### src/rtl/wb_regbank.sv
// wb_regbank: pipelined Wishbone B4 slave register bank.
//
// Exposes NUM_RW read/write 32-bit control registers at word addresses
// 0..NUM_RW-1 and NUM_RO read-only status registers at
// NUM_RW..NUM_RW+NUM_RO-1. Every accepted transfer is acknowledged exactly one
// cycle later, so a back-to-back stream completes at one word per clock.
//
// Ports:
//   i_clk, i_rst         clock, synchronous active-high reset
//   i_wb_cyc, i_wb_stb   bus cycle / request strobe (accept = cyc & stb)
//   o_wb_stall           tied to 0
//   o_wb_ack             acknowledge, one cycle after acceptance
//   i_wb_we              1 = write, 0 = read
//   i_wb_addr            word address
//   i_wb_data, i_wb_sel  write data and byte enables
//   o_wb_data            read data, valid while o_wb_ack = 1
//   o_rw_regs            RW register contents, reg k at [32k+31:32k]
//   o_rw_wstb            one-cycle pulse per RW register written
//   i_ro_regs            status inputs, reg j at [32j+31:32j]
//   o_ro_rstb            one-cycle pulse per RO register read
module wb_regbank #(
    parameter int ADDR_WIDTH = 4,
    parameter int NUM_RW     = 4,
    parameter int NUM_RO     = 4,
    parameter logic [NUM_RW*32-1:0] RW_RESET = {NUM_RW*32{1'b0}}
) (
    input  logic                   i_clk,
    input  logic                   i_rst,
    input  logic                   i_wb_cyc,
    input  logic                   i_wb_stb,
    output logic                   o_wb_stall,
    output logic                   o_wb_ack,
    input  logic                   i_wb_we,
    input  logic [ADDR_WIDTH-1:0]  i_wb_addr,
    input  logic [31:0]            i_wb_data,
    input  logic [3:0]             i_wb_sel,
    output logic [31:0]            o_wb_data,
    output logic [NUM_RW*32-1:0]   o_rw_regs,
    output logic [NUM_RW-1:0]      o_rw_wstb,
    input  logic [NUM_RO*32-1:0]   i_ro_regs,
    output logic [NUM_RO-1:0]      o_ro_rstb
);

    logic                 acc;
    int                   addr_i;
    logic                 ack_q, ack_d;
    logic [31:0]          rdata_q, rdata_d;
    logic [NUM_RW*32-1:0] rw_regs_q, rw_regs_d;
    logic [NUM_RW-1:0]    wstb_q, wstb_d;
    logic [NUM_RO-1:0]    rstb_q, rstb_d;

    always_comb begin
        acc       = i_wb_cyc & i_wb_stb;
        addr_i    = int'(i_wb_addr);
        ack_d     = acc;
        rdata_d   = rdata_q;
        rw_regs_d = rw_regs_q;
        wstb_d    = '0;
        rstb_d    = '0;
        if (acc) begin
            if (i_wb_we) begin
                // Strobe pulses on any write to an RW register, even with sel=0.
                for (int k = 0; k < NUM_RW; k++) begin
                    if (addr_i == k) begin
                        wstb_d[k] = 1'b1;
                        for (int b = 0; b < 4; b++) begin
                            if (i_wb_sel[b])
                                rw_regs_d[k*32 + b*8 +: 8] = i_wb_data[b*8 +: 8];
                        end
                    end
                end
            end else begin
                // Unmapped reads return zero; reads see the pre-edge register value.
                rdata_d = '0;
                for (int k = 0; k < NUM_RW; k++) begin
                    if (addr_i == k)
                        rdata_d = rw_regs_q[k*32 +: 32];
                end
                for (int j = 0; j < NUM_RO; j++) begin
                    if (addr_i == NUM_RW + j) begin
                        rdata_d   = i_ro_regs[j*32 +: 32];
                        rstb_d[j] = 1'b1;
                    end
                end
            end
        end
    end

    always_ff @(posedge i_clk) begin
        if (i_rst) begin
            ack_q     <= 1'b0;
            rdata_q   <= '0;
            rw_regs_q <= RW_RESET;
            wstb_q    <= '0;
            rstb_q    <= '0;
        end else begin
            ack_q     <= ack_d;
            rdata_q   <= rdata_d;
            rw_regs_q <= rw_regs_d;
            wstb_q    <= wstb_d;
            rstb_q    <= rstb_d;
        end
    end

    // A master that drops cyc after acceptance aborts the ack; strobes still
    // fire because the side effect has already happened.
    assign o_wb_ack   = ack_q & i_wb_cyc;
    assign o_wb_stall = 1'b0;
    assign o_wb_data  = rdata_q;
    assign o_rw_regs  = rw_regs_q;
    assign o_rw_wstb  = wstb_q;
    assign o_ro_rstb  = rstb_q;

endmodule
### config.mk
export PLATFORM = sky130hd
export DESIGN_NAME = wb_regbank
export DESIGN_NICKNAME = d
export VERILOG_FILES = /design/src/rtl/wb_regbank.sv
export SDC_FILE = /design/constraint.sdc
export NUM_CORES = 1
export LEC_CHECK = 0
export CORE_ASPECT_RATIO = 0.9
export CORE_MARGIN = 4
export CORE_UTILIZATION = 34
export DETAILED_ROUTE_END_ITERATION = 7
export HOLD_SLACK_MARGIN = 0.12
export PLACE_DENSITY = 0.74
export SYNTH_ARGS = -nofsm -noshare
export SYNTH_HDL_FRONTEND = slang
export SYNTH_SLANG_ARGS = --single-unit
### constraint.sdc
create_clock -name i_clk -period 3.4 [get_ports i_clk]
set_clock_uncertainty 0.1 [all_clocks]
set_input_delay 0.68 -clock i_clk [delete_from_list [all_inputs] [get_ports i_clk]]
set_output_delay 0.68 -clock i_clk [all_outputs]
set_load 0.03 [all_outputs]
==> results.json <==
{
  "clock_sinks": 169,
  "fin_crit_ns": 2.80,
  "fill_cells": 2326,
  "min_path_type": "reg -> reg",
  "synthCells": 1030,
  "multi_input_area_mm2": 0.00503,
  "drc": 0,
  "ios": 343,
  "dieHeight_um": 161,
  "yosysTopAreaCell": "dfxtp_1",
  "ys_warn_count": 0,
  "outcome": "complete, no violations",
  "slew-limit-headroom": 0.310,
  "ys_seq_area_frac": 0.381,
  "num_rows": 55,
  "die_width_um": 178,
  "antenna_left": 0,
  "grtUsageTotal": 0.260,
  "crit_required_ns": 3.66,
  "maxCapViolCount": 0,
  "drt_iter0_markers": 764,
  "routed_wl_um": 39000,
  "htreeDepth": 4,
  "cts_root_buffer": "clkbuf_16",
  "io_buffers": 341,
  "p_per_area_mw_per_mm2": 354,
  "leakage_nw": 4.28,
  "areaGrowthSynthToFinish_pct": 48.2,
  "antenna_found_initial": 1,
  "cp-end-kind": "flip-flop",
  "cts_buffers": 17,
  "reg2reg_depth": 4,
  "avgViaCountPerCell": 5.66,
  "grt_pass1_vias": 9351,
  "critPathMaxStageDelay_ns": 0.82,
  "crit_type": "in -> reg",
  "hold_buffers": 0,
  "synth_area_mm2": 0.00887,
  "rrSetupSlack_ns": 1.80,
  "synth_flop_cell": "dfxtp_1",
  "hold_viol": 0,
  "grt_max_degree": 88,
  "drive_gt1_frac": 0.102,
  "drtPass1Iterations": 6,
  "ys_types": 55,
  "place_congestion": 0.885,
  "yosys.area.top_type_share": 0.381,
  "async_flop_share": 0,
  "fmax_mhz": 357,
  "synth_nets": 1203,
  "drv_slew": 0,
  "grt-ovfl-total": 0,
  "synth_edf_count": 0,
  "post_cts_buffers": 0,
  "regArea_mm2": 0.00338,
  "fin_area_mm2": 0.0131,
  "core-area_mm2": 0.0254,
  "setup_tns_ns": 0,
  "clock_latency_ns": 0.43,
  "die-area_mm2": 0.0288,
  "crit_slowest_cell": "or3_1",
  "cts_resized": 0,
  "syn_avg_cell_area_um2": 8.62,
  "tightest_slew_ns": 1.03,
  "placed_cell_area_mm2": 0.0126,
  "start_util": 0.349,
  "synth_area_leaders": "dfxtp_1 38%, a21oi_1 7.7%, mux2i_1 6.5%",
  "crit_path_cell_trace": "clkdlybuf4s50_1 -> or3_1 -> o2bb2ai_1 -> o2111ai_1 -> a21oi_1",
  "dp_hpwl_um": 28600,
  "post_drt_wl_per_cell_um": 23.2,
  "synth_seq_cells": 169,
  "critical_path_arrival_ns": 3.05,
  "layout.nets": 1498,
  "cts_tree": "yes",
  "critPathMaxFanout": 20,
  "max-vdd-ir-drop_mv": 0.285,
  "crit_path_start_kind": "input pin",
  "grt_pass1_wl_um": 57500,
  "path_clk_slew_ns": 0.07,
  "whs_path_depth": 2,
  "fin_crit_sh": 0.823,
  "rsz0062_at_grt": "false",
  "cts_buffer_depth": 2,
  "dr_total_vias": 9515,
  "setup_viol": 0
}
==> through the flow <==
step	total power, W	worst slack (ns)	instances	utilization	hold WS, ns
global placement	0.00272	0.264	1648	0.494	0.373
CTS	0.00468	0.636	1680	0.518	0.385
finish	0.00465	0.601	1681	0.518	0.386
global route	0.00481	0.484	1681	0.518	0.415
floorplan	0.00237	1.25	1030	-	0.509
detailed placement	0.00272	0.193	1648	0.494	0.379
==> logic make-up after synthesis <==
group,share of synthesized area
compound gates,0.292
simple gates,0.156
flops,0.381
buf+inv,0.0550
mux,0.115
other cells,0.000423
==> report_power, final <==
group	switching, W	leakage, nW	internal (W)	total, W
sequential	0.00000867	1.36	0.00199	0.00200
combinational	0.000346	2.63	0.000335	0.000681
clock	0.000892	0.288	0.00107	0.00197
total	0.00125	4.28	0.00340	0.00465
==> flip-flops by register name, indices dropped and copies added, names as in the netlist <==
name,count
o_rw_regs,128
ack_q,1
o_rw_wstb,4
o_ro_rstb,4
o_wb_data,32
==> synthesized netlist by cell type, types with 5 or more instances <==
master	n
a22o_1	21
a211oi_1	7
mux2i_1	58
nand3b_1	23
nor4_1	7
mux2_2	33
clkbuf_1	63
buf_4	13
o21a_1	21
a21oi_1	137
nor2_4	9
nor2_1	46
buf_6	5
buf_2	17
o211a_1	6
o2bb2ai_1	20
dfxtp_1	169
nor2b_1	8
a211o_1	21
nand2b_1	25
a22oi_1	21
o2111ai_1	21
nor3_1	10
nand2_1	102
o21ai_0	111
o22ai_1	12
==> critical path, delay by kind of cell <==
| kind | cells | cell delay (ns) |
|---|---|---|
| compound gates | 3 | 0.84 |
| simple gates | 1 | 0.82 |
| buf+inv | 1 | 0.69 |
==> placed cells by master (no fill, tap or decap), types with 4 or more instances in the layout <==
cell type        count
a211o_1             21
a211oi_1             7
a21oi_1            137
a22o_1              21
a22oi_1             21
buf_4               36
clkbuf_16           17
clkdlybuf4s50_1    338
dfxtp_1            169
mux2_2              33
mux2i_1             58
nand2_1            102
nand2b_1            25
nand3b_1            23
nor2_1              45
nor2_4               9
nor2b_1              7
nor3_1              10
nor3_4               4
nor4_1               7
o2111ai_1           21
o211a_1              6
o21a_1              21
o21ai_0            111
o22ai_1             12
o2bb2ai_1           20
==> per-layer routing <==
metal | GRT usage | routed length [um] | up-vias
li1 | - | - | 4403
met1 | 0.362 | 17400 | 4575
met2 | 0.405 | 17300 | 476
met3 | 0.0545 | 3220 | 61
met4 | 0.0788 | 1050 | 0
met5 | 0 | 0 | -
==> final timing paths <==
kind / startpoint / end
max: i_wb_addr[3] / o_wb_data[7]$_SDFFE_PP0P_
max reg2reg: o_rw_regs[1]$_SDFFE_PP0P_ / o_wb_data[1]$_SDFFE_PP0P_
min: o_rw_regs[19]$_SDFFE_PP0P_ / o_rw_regs[19]$_SDFFE_PP0P_
min reg2reg: o_rw_regs[19]$_SDFFE_PP0P_ / o_rw_regs[19]$_SDFFE_PP0P_
==> area by class of cell <==
cell class	instances	share of cell area
diodes	1	0.000190
repair buffers	377	0.282
clock buffers	20	0.0347
multi-input cells	760	0.383
flip-flops and latches	169	0.257
well taps	342	0.0325
clock inverters	12	0.0102
Power figures use the tool's default switching activity.
